`config.mk`:
```
export PLATFORM = sky130hd
export DESIGN_NAME = sipo_register
export DESIGN_NICKNAME = d
export VERILOG_FILES = /design/src/rtl/sipo_pkg.sv /design/src/rtl/sipo_bit_counter.sv /design/src/rtl/sipo_register.sv
export SDC_FILE = /design/constraint.sdc
export NUM_CORES = 1
export LEC_CHECK = 0
export ABC_AREA = 1
export CORE_AREA = 4 4 41 43
export CTS_CLUSTER_DIAMETER = 100
export CTS_CLUSTER_SIZE = 14
export DETAILED_ROUTE_END_ITERATION = 8
export DIE_AREA = 0 0 45 47
export GPL_TIMING_DRIVEN = 1
export PLACE_DENSITY_LB_ADDON = 0.05
export SYNTH_ARGS = -nofsm -noshare
export SYNTH_HDL_FRONTEND = slang
export SYNTH_SLANG_ARGS = --single-unit
export TNS_END_PERCENT = 1
```
`constraint.sdc`:
```
create_clock -name clk -period 2.79 [get_ports clk]
set_input_delay 0.4185 -clock clk [delete_from_list [all_inputs] [get_ports clk]]
set_output_delay 0.4185 -clock clk [all_outputs]
set_load 0.03 [all_outputs]
```
`src/rtl/sipo_pkg.sv`:
```
// Shared constants and helpers for the serial-in, parallel-out register.
package sipo_pkg;

    localparam int SIPO_WIDTH     = 8;
    localparam int SIPO_TAP_WIDTH = 4;

    function automatic int count_w(input int w);
        return $clog2(w + 1);
    endfunction

endpackage

```
`src/rtl/sipo_bit_counter.sv`:
```
// Modulo-WIDTH bit counter; registers a one-cycle pulse on each wrap.
module sipo_bit_counter
    import sipo_pkg::*;
#(
    parameter int WIDTH = SIPO_WIDTH
) (
    input  logic                      clk,
    input  logic                      reset,
    output logic [count_w(WIDTH)-1:0] count,
    output logic                      wrap
);

    localparam int CW = count_w(WIDTH);
    localparam logic [CW-1:0] LAST = CW'(WIDTH - 1);

    logic [CW-1:0] count_q;
    logic [CW-1:0] count_d;
    logic          wrap_q;
    logic          wrap_d;

    always_comb begin
        count_d = count_q + CW'(1);
        wrap_d  = 1'b0;
        if (count_q == LAST) begin
            count_d = '0;
            wrap_d  = 1'b1;
        end
    end

    always_ff @(posedge clk or posedge reset) begin
        if (reset) begin
            count_q <= '0;
            wrap_q  <= 1'b0;
        end else begin
            count_q <= count_d;
            wrap_q  <= wrap_d;
        end
    end

    assign count = count_q;
    assign wrap  = wrap_q;

endmodule

```
`src/rtl/sipo_register.sv`:
```
// Serial-in, parallel-out shift register, LSB-first, with word framing.
module sipo_register
    import sipo_pkg::*;
#(
    parameter int WIDTH     = SIPO_WIDTH,
    parameter int TAP_WIDTH = SIPO_TAP_WIDTH
) (
    input  logic                      clk,
    input  logic                      reset,
    input  logic                      serial_in,
    output logic [WIDTH-1:0]          parallel_out_full,
    output logic [TAP_WIDTH-1:0]      parallel_out_last_4_bits,
    output logic [count_w(WIDTH)-1:0] bit_count,
    output logic                      word_valid
);

    logic [WIDTH-1:0] sr_q;
    logic [WIDTH-1:0] sr_d;

    // Newest bit enters at the MSB so a full LSB-first word lands in order.
    always_comb begin
        sr_d = {serial_in, sr_q[WIDTH-1:1]};
    end

    always_ff @(posedge clk or posedge reset) begin
        if (reset) begin
            sr_q <= '0;
        end else begin
            sr_q <= sr_d;
        end
    end

    sipo_bit_counter #(
        .WIDTH(WIDTH)
    ) u_counter (
        .clk   (clk),
        .reset (reset),
        .count (bit_count),
        .wrap  (word_valid)
    );

    assign parallel_out_full        = sr_q;
    assign parallel_out_last_4_bits = sr_q[WIDTH-1 -: TAP_WIDTH];

endmodule

```
==> run_results.csv, run 1 <==
group,metric,value,unit
die,die-area,2120,um2
pwr,irDropWorstVdd,0.310,mV
final_layout,fillers,129,
synth,avgSynthCellArea,14.8,um2
clocking,cts_root_buffer,"clkbuf_4",
routing,drtPass1Iterations,4,
final_layout,area_growth,49.4,%
clocking,cts.sinks,13,
grt,grt_pass1_vias,235,
pwr,power.leakage,0.286,nW
die,io_pins,20,
sta,fin_crit,1.79,ns
routing,postRouteAntennaNets,0,
clocking,ctsHoldBuffers,0,
setup_path,worst-path-buf-inv,1,
sta,skew,0.00491,ns
synth,yosys.area.top_type_share,0.783,
clocking,cts_made_buffers,3,
clocking,cts_tree,"built",
synth,netlist_instances,28,
placement,place_congestion,0.589,
die,fp.coreArea,1300,um2
clocking,post_cts_buffers,0,
grt,globalRouteTotalUtil,0.0758,
grt,overflow,0,
synth,synth-seq-cells,13,
setup_path,reg2regPathDepth,4,
setup_path,worstReg2RegEnd,"u_counter.count[3]",
placement,place_inst,58,
grt,grt_antenna_before_repair,0,
sta,rsz0062_at_grt,"false",
setup_path,cp-end-kind,"output pin",
grt,grt_max_degree,14,
setup_path,cp_top_family,"buffers and inverters",
sta,worst_slew_pin_slew,0.461,ns
setup_path,critPathLaunch,"u_counter.count[2]",
routing,drt_iter0_markers,1,
final_layout,num_antenna_cells,0,
setup_path,r2r-start,"u_counter.count[0]",
sta,fmax,558,MHz
sta,finalMaxSlewViolations,0,
routing,via_per_inst,4.00,
sta,relSlewSlack,0.692,
clocking,clk_pin_slew_worst_paths,0.08,ns
clocking,clk-insertion-delay-late,0.27,ns
synth,synth_area_leader_cell,"dfrtp_1",
synth,ys_seq_area_frac,0.783,
synth,syn-cell-area,415,um2
final_layout,final_nets,52,
die,initial_core_util,0.319,
sta,hold_viol,0,
setup_path,critical_path.slowest_cell,"clkdlybuf4s50_1",
grt,grt_first_pass_wirelength,1060,um
clocking,htreeDepth,1,
routing,post-route-drc-count,0,
synth,synth_most_common_cell,"dfrtp_1",
routing,wirelength,700,um
setup_path,r2r_slack,1.78,ns
synth,yosysWarnings,0,
routing,vias,248,
synth,syn-num-nets,32,
die,die_h,47,um
pwr,fin_total_pwr,0.351,mW
setup_path,crit_chain,"clkdlybuf4s50_1",
hold_path,hold_path_class,"reg2reg",
sta,setup_viol,0,
synth,synth-edff-count,0,
final_layout,fin_cells,62,
run,max-cap-violations,0,
synth,synth.top_cells.by_count,"13 x dfrtp_1, 4 x buf_4, 3 x nand2_1, 2 x inv_1",
synth,async_flop_share,1.00,
setup_path,start_kind,"register",
placement,io_buffers,19,
die,rows,13,
synth,synthDistinctLibCells,10,
setup_path,path_depth,1,
sta,period_share,0.643,
sta,tns,0,ns
setup_path,worst-setup-path-type,"reg2out",
setup_path,cp.required,2.37,ns
setup_path,arrival,1.38,ns
synth,synthTopCellsByArea,"dfrtp_1 78%, buf_4 7.2%, ha_1 3.0%",
pwr,power_density,566,nW/um2
clocking,cts_buffer_depth,2,
sta,timing.hold.ws,0.382,ns
outcome,status,"completed",
clocking,cts_resized,0,
final_layout,drive_gt1_frac,0.0851,
synth,synthFlopType,"dfrtp_1",
setup_path,cpPeakStageDelay,0.70,ns
setup_path,critPathMaxFanout,4,
die,die_x,45,um
routing,wl_per_cell,11.3,um
setup_path,crit_path_end,"bit_count[2]",
==> report_power, final <==
group / total [mW] / internal [mW] / switching [mW]
registers: 0.198 / 0.194 / 0.00343
clock network: 0.111 / 0.0553 / 0.0558
logic: 0.0424 / 0.0171 / 0.0253
total: 0.351 / 0.267 / 0.0845
==> cell families after synthesis <==
family / synth area share
AOI/OAI and AO/OA: 0.0120
xor gates and xnor gates: 0.0211
DFF: 0.783
buffers and inverters: 0.0904
adders and majority gates: 0.0301
and+or+nand+nor: 0.0632
==> cell usage in the layout, fill, tap and decap left out, drive strengths merged <==
| master | n |
|---|---|
| clkbuf | 4 |
| clkdlybuf4s50 | 19 |
| dfrtp | 13 |
| ha | 1 |
| inv | 2 |
| nand2 | 3 |
| nand3 | 1 |
| nor2 | 2 |
| o21ai | 1 |
| xor2 | 1 |
==> sequential cells by signal (all words and copies together), names as in the netlist <==
register           count
parallel_out_full      8
u_counter.count        4
u_counter.wrap         1
==> how the worst min path moves through the flow <==
stage                                    start                    to  slack [ns]  cells after the start
final                     parallel_out_full[2]  parallel_out_full[1]        0.38                      0
after global routing      parallel_out_full[2]  parallel_out_full[1]        0.40                      0
after CTS                 parallel_out_full[2]  parallel_out_full[1]        0.39                      0
after detailed placement  parallel_out_full[1]  parallel_out_full[0]        0.38                      0
after global placement    parallel_out_full[3]  parallel_out_full[2]        0.36                      0
after floorplan                          reset  parallel_out_full[0]        0.30                      1
==> through the flow <==
step	instance area, um2	worst slack [ns]	util
floorplan	415	1.65	-
detailed placement	594	1.29	0.457
global route	621	0.944	0.477
finish	621	0.996	0.477
global placement	594	1.31	0.457
CTS	621	0.982	0.477
==> layout make-up <==
| cell class | instances | area, um2 | area share |
|---|---|---|---|
| Tap cell | 15 | 18.8 | 0.0302 |
| Inverter | 2 | 7.51 | 0.0121 |
| Sequential cell | 13 | 325 | 0.524 |
| Multi-Input combinational cell | 9 | 52.6 | 0.0847 |
| Timing Repair Buffer | 19 | 190 | 0.306 |
| Clock buffer | 4 | 26.3 | 0.0423 |
==> layer usage <==
metal  GRT usage  wire (um)
met5           0          0
met2       0.102        360
met3      0.0268         65
met4      0.0877          0
met1      0.0870        275
Note: power is estimated with default switching activity, not from simulation.
==> run 2, diff against run 1 <==
Clock period 2.79 ns to 1.75 ns, I/O delays scaled along.
==> results of run 2 <==
Same layout as run 1 (identical final DEF). Status: completed.
Among the figures that moved: setup slack after placement 1.29 ns -> 0.407 ns; setup slack after layout 0.996 ns -> 0.112 ns; hold slack 0.382 ns -> 0.302 ns; register-to-register setup slack 1.78 ns -> 0.74 ns; total power 0.351 mW -> 0.560 mW; worst IR drop on VDD 0.310 mV -> 0.495 mV
